### config.mk
export PLATFORM = sky130hd
export DESIGN_NAME = log2_share_ctrl
export DESIGN_NICKNAME = d
export VERILOG_FILES = /design/src/rtl/log2_share_pkg.sv /design/src/rtl/log2_share_ctrl_rr_grant.sv /design/src/rtl/log2_share_ctrl.sv
export SDC_FILE = /design/constraint.sdc
export NUM_CORES = 1
export LEC_CHECK = 0
export BUFFER_PORTS_ARGS = -buffer_cell sky130_fd_sc_hd__buf_4
export CAP_MARGIN = 20
export CORE_UTILIZATION = 46
export CTS_CLUSTER_DIAMETER = 200
export DETAILED_ROUTE_END_ITERATION = 6
export PLACE_DENSITY = 0.81
export SLEW_MARGIN = 20
export SYNTH_ARGS = -nofsm -noshare
export SYNTH_HDL_FRONTEND = slang
export SYNTH_SLANG_ARGS = --single-unit
### constraint.sdc
create_clock -name clk -period 3.6 [get_ports clk]
set_clock_uncertainty 0.2 [all_clocks]
set_input_delay 0.36 -clock clk [delete_from_list [all_inputs] [get_ports clk]]
set_output_delay 0.36 -clock clk [all_outputs]
set_load 0.05 [all_outputs]
### src/rtl/log2_share_pkg.sv
// Shared constants, tag type and operand helpers for the shared log2 scheduler.
// The log2 input is 16.8 unsigned fixed point, and the output is 4.8.
package log2_share_pkg;

  localparam int LOG2_IN_W  = 24;
  localparam int LOG2_OUT_W = 12;
  localparam logic [LOG2_IN_W-1:0] LOG2_MIN_IN = 24'h000100;

  // Tag id is sized for the largest supported requester count (8).
  localparam int TAG_ID_W = 3;

  typedef struct packed {
    logic                valid;
    logic [TAG_ID_W-1:0] id;
    logic                uf;
  } log2_tag_t;

  function automatic logic is_underflow(input logic [LOG2_IN_W-1:0] d);
    return d < LOG2_MIN_IN;
  endfunction

  function automatic logic [LOG2_IN_W-1:0] clamp_operand(input logic [LOG2_IN_W-1:0] d);
    return is_underflow(d) ? LOG2_MIN_IN : d;
  endfunction

endpackage

### src/rtl/log2_share_ctrl_rr_grant.sv
// Combinational round-robin arbiter. It returns a one-hot grant to the first set req at or after ptr.
// The module has zero latency. It keeps no state, so the caller owns the pointer.
module rr_grant
  import log2_share_pkg::*;
#(
  parameter int N     = 4,
  parameter int PTR_W = (N > 1) ? $clog2(N) : 1
) (
  input  logic [N-1:0]     req,
  input  logic [PTR_W-1:0] ptr,
  output logic [N-1:0]     gnt
);

  logic [N-1:0] req_rot;
  logic [N-1:0] gnt_rot;

  // The requests are rotated so that ptr lands on bit 0. The lowest set bit is picked, then rotated back.
  always_comb begin
    req_rot = N'({req, req} >> ptr);
    gnt_rot = req_rot & (~req_rot + N'(1));
    gnt     = N'(({gnt_rot, gnt_rot} << ptr) >> N);
  end

endmodule

### src/rtl/log2_share_ctrl.sv
// Round-robin time-share of one fixed-latency log2 core. Each result returns LATENCY+1 cycles after its accept.
// Grants wait for en, and one op per cycle is sustained. Results have no backpressure, and each is a one-cycle strobe.
module log2_share_ctrl
  import log2_share_pkg::*;
#(
  parameter int N_REQ   = 4,
  parameter int LATENCY = 3
) (
  input  logic                       clk,
  input  logic                       rst_n,
  input  logic                       en,
  input  logic [N_REQ-1:0]           req_valid,
  input  logic [N_REQ*LOG2_IN_W-1:0] req_data,
  output logic [N_REQ-1:0]           req_ready,
  output logic [LOG2_IN_W-1:0]       log_din,
  input  logic [LOG2_OUT_W-1:0]      log_dout,
  output logic [N_REQ-1:0]           res_valid,
  output logic [LOG2_OUT_W-1:0]      res_data,
  output logic                       res_underflow,
  output logic                       busy
);

  localparam int PTR_W = $clog2(N_REQ);

  logic [PTR_W-1:0]     rr_ptr;
  logic [PTR_W-1:0]     gnt_ptr;
  logic [N_REQ-1:0]     req_masked;
  logic [N_REQ-1:0]     gnt;
  logic                 grant;
  logic [LOG2_IN_W-1:0] sel_data;
  log2_tag_t            tag_q [LATENCY+1];
  log2_tag_t            tag_last;

  assign req_masked = req_valid & {N_REQ{en}};

  rr_grant #(
    .N     (N_REQ),
    .PTR_W (PTR_W)
  ) u_rr_grant (
    .req (req_masked),
    .ptr (rr_ptr),
    .gnt (gnt)
  );

  // The grant is forced to zero during reset, so no accept edge can occur while state is cleared.
  assign req_ready = gnt & {N_REQ{rst_n}};

  always_comb begin
    grant    = |req_ready;
    gnt_ptr  = '0;
    sel_data = '0;
    for (int i = 0; i < N_REQ; i++) begin
      if (req_ready[i]) begin
        gnt_ptr  = PTR_W'(i);
        sel_data = req_data[i*LOG2_IN_W +: LOG2_IN_W];
      end
    end
  end

  always_ff @(posedge clk or negedge rst_n) begin
    if (!rst_n) begin
      rr_ptr  <= '0;
      log_din <= LOG2_MIN_IN;
    end else if (grant) begin
      rr_ptr  <= (int'(gnt_ptr) == N_REQ - 1) ? '0 : gnt_ptr + PTR_W'(1);
      log_din <= clamp_operand(sel_data);
    end
  end

  // The tag shifts in lockstep with the core, so the last stage lines up with log_dout.
  always_ff @(posedge clk or negedge rst_n) begin
    if (!rst_n) begin
      for (int s = 0; s <= LATENCY; s++) begin
        tag_q[s] <= '0;
      end
    end else begin
      tag_q[0].valid <= grant;
      tag_q[0].id    <= TAG_ID_W'(gnt_ptr);
      tag_q[0].uf    <= grant & is_underflow(sel_data);
      for (int s = 1; s <= LATENCY; s++) begin
        tag_q[s] <= tag_q[s-1];
      end
    end
  end

  assign tag_last = tag_q[LATENCY];

  always_ff @(posedge clk or negedge rst_n) begin
    if (!rst_n) begin
      res_valid     <= '0;
      res_data      <= '0;
      res_underflow <= 1'b0;
    end else if (tag_last.valid) begin
      for (int i = 0; i < N_REQ; i++) begin
        res_valid[i] <= (tag_last.id == TAG_ID_W'(i));
      end
      res_data      <= tag_last.uf ? '0 : log_dout;
      res_underflow <= tag_last.uf;
    end else begin
      res_valid <= '0;
    end
  end

  always_comb begin
    busy = 1'b0;
    for (int s = 0; s <= LATENCY; s++) begin
      busy = busy | tag_q[s].valid;
    end
  end

endmodule

==> flow_metrics.tcl <==
set metrics [dict create \
    status "complete, but fails checks" \
    violations "design-rule violations" \
    syn2layout_area_growth_pct 49.3 \
    stdcell_area_um2 4730 \
    place.gp.congestion 0.972 \
    cts_sinks 59 \
    critPathRequiredTime_ns 3.60 \
    cts_tree "built" \
    syn_area_um2 3160 \
    synth_top_area_share_pct 45.9 \
    synth_area_leader_cell "dfrtp_1" \
    synth.most_common_cell "dfrtp_1" \
    hold_path_depth 3 \
    holdWs_ns 0.0392 \
    worstPathMaxFanout 14 \
    drv_cap 0 \
    die_area_um2 7210 \
    synth_seq_cells 59 \
    yosysWarnings 0 \
    end_kind "flop" \
    power_density_nw_per_um2 879 \
    arrival_ns 3.39 \
    grt_pass1_vias 3240 \
    syn_inst 317 \
    ir_drop_v 0.000371 \
    wl_mm 9.97 \
    diodes 0 \
    synth_edf_count 0 \
    drt-vias-per-instance 5.73 \
    crit_type "flop to flop" \
    ant_nets 0 \
    multi_input_area_um2 1520 \
    register_area_um2 1480 \
    setup_tns_ns 0 \
    post-route-period-util_pct 94.1 \
    seq_area_frac_synth_pct 46.7 \
    nFillCells 528 \
    slew_headroom_pct 50.9 \
    rr_startpoint "rr_ptr[1]$_DFFE_PN0N_" \
    hold_path.class "input pin to flop" \
    dpl-instance-area_um2 4470 \
    rsz0062_at_grt "no" \
    synthTopCellsByCount "dfrtp_1, nand2_1, inv_1" \
    hold_path_startpoint "log_dout[11]" \
    drc 9 \
    antenna_found_initial 0 \
    max_freq_mhz 295 \
    synth_area_leaders "dfrtp_1, mux2i_1, nand2_1" \
    gr-total-overflow 0 \
    fin_nets 598 \
    cts_root_buffer "clkbuf_8" \
    initial_core_util_pct 48.7 \
    cts_max_level 3 \
    core-area_um2 6490 \
    die_w_um 84.9 \
    period_needed_ns 3.39 \
    dr.pass1.iters 7 \
    hpwlAfterDp_mm 7.85 \
    io_buffers 160 \
    holdPathEnd "res_data[11]$_DFFE_PN0P_" \
    die_h_um 84.9 \
    synth_ff_type "dfrtp_1" \
    drv_slew 0 \
    rr_endpoint "log_din[7]$_DFFE_PN0N_" \
    report.final.hold_viol_count 0 \
    synth_nets 432 \
    leakage_nw 2.40 \
    grt_pass1_wl_mm 16.0 \
    io_pins 161 \
    drt_iter0_markers 194 \
    tightest_slew_ns 0.730 \
    rows 29 \
    avgSynthCellArea_um2 9.98 \
    wl_per_cell_um 17.6 \
    cts_buffer_depth 2 \
    rrSetupSlack_ns 0.21 \
    start_kind "flop" \
    grt_usage_pct 28.8 \
    cts_made_buffers 9 \
    via_count 3240 \
    clk_latency_ns 0.33 \
    finalSetupViolCount 0 \
    synth_cell_types 58 \
    synth-async-reset-ratio_pct 100 \
    drive_gt1_share_pct 41.8 \
    clk_pin_slew_ns 0.06 \
    grt_max_degree 51 \
    r2r.worst_path.cells 8 \
    postCtsSetupRepairBufs 0 \
]
cell type report:
class / count / share of cell area, %
repair buffers: 173 / 27.5
flip-flops and latches: 59 / 31.3
inverters: 21 / 1.67
clock buffers: 10 / 2.91
multi-input cells: 219 / 32.2
clock inverters: 6 / 2.36
well taps: 77 / 2.04
state kept, by name (all words and copies together), names as in the netlist:
register / flops
log_din: 24
res_data: 12
tag_q: 12
res_valid: 4
tag_last: 4
rr_ptr: 2
res_underflow: 1
report_power, final:
| group | switching, mW | leakage, nW | total [mW] | internal [mW] |
|---|---|---|---|---|
| Combinational | 1.49 | 1.53 | 2.28 | 0.792 |
| Clock | 0.256 | 0.123 | 0.735 | 0.480 |
| Sequential | 0.207 | 0.745 | 1.14 | 0.934 |
| Total | 1.95 | 2.40 | 4.15 | 2.21 |
per-stage QoR:
| step | power, mW | std cells | worst slack [ns] | utilization [%] |
|---|---|---|---|---|
| finish | 4.15 | 565 | 0.212 | 72.8 |
| global route | 4.37 | 565 | 0.0387 | 72.8 |
| CTS | 4.17 | 565 | 0.197 | 72.8 |
| detailed placement | 3.42 | 548 | 0.219 | 68.8 |
| global placement | 3.37 | 548 | 0.296 | 68.8 |
| floorplan | 2.68 | 317 | 0.682 | - |
kinds of logic after synthesis:
group                  count (synthesis)  share of synthesized area [%]
and+or+nand+nor                       99                           16.6
buffers and inverters                 39                           5.34
AOI/OAI and AO/OA                     97                           23.6
muxes                                 23                           7.71
DFF                                   59                           46.7
placed cells by master (no fill, tap or decap), types with 3 or more instances in the layout:
cell type and count:
o21ai_0 16, nor3b_1 3, and3b_1 3, o221ai_1 8, a21oi_1 3, nand4_1 6, clkbuf_8 10, nor2_1 14
nor4b_1 3, a22o_1 4, a221oi_1 6, dfrtp_1 58, nand2_1 40, o211ai_1 5, buf_4 172, o21ai_1 11
o22a_1 5, bufinv_16 3, nor2b_1 3, mux2_2 5, o22ai_1 3, nand2b_1 3, a32o_1 3, mux2i_1 15
a22oi_1 3, a21o_1 4, a221o_1 12, inv_1 20, nand3_1 3
timing repair:
item                                    CTS  global route
hold buffers                              1             0
endpoints found under the setup margin    0             4
gates resized for setup                   0             1
endpoints found under the hold margin     9             0
per-layer routing:
metal,vias up,GRT usage (%),wire (um)
li1,1524,-,-
met1,1549,37.6,4070
met2,148,48.5,5050
met3,19,5.54,660
met4,0,9.24,183
met5,-,0,0
worst max-delay path: stages, from the launching register on:
cell and delay, ns:
dfrtp_1 0.60, buf_4 0.27, buf_4 0.24, mux2_2 0.36, a221o_1 0.33, or2_0 0.21, or4_4 0.54, nor3_4 0.39
o21ai_1 0.13
how the worst max path moves through the flow:
stage	from	end	slack, ns	cells after the start
3_3_place_gp	rr_ptr[1]$_DFFE_PN0N_	log_din[4]$_DFFE_PN0N_	0.30	8
6_report	rr_ptr[1]$_DFFE_PN0N_	log_din[7]$_DFFE_PN0N_	0.21	8
3_5_place_dp	rr_ptr[1]$_DFFE_PN0N_	log_din[0]$_DFFE_PN0N_	0.22	8
5_1_grt	rst_n	log_din[6]$_DFFE_PN0N_	0.04	11
2_1_floorplan	rr_ptr[0]$_DFFE_PN0N_	log_din[0]$_DFFE_PN0N_	0.68	10
4_1_cts	rst_n	log_din[7]$_DFFE_PN0N_	0.20	10
(Power assumes the default switching activity.)
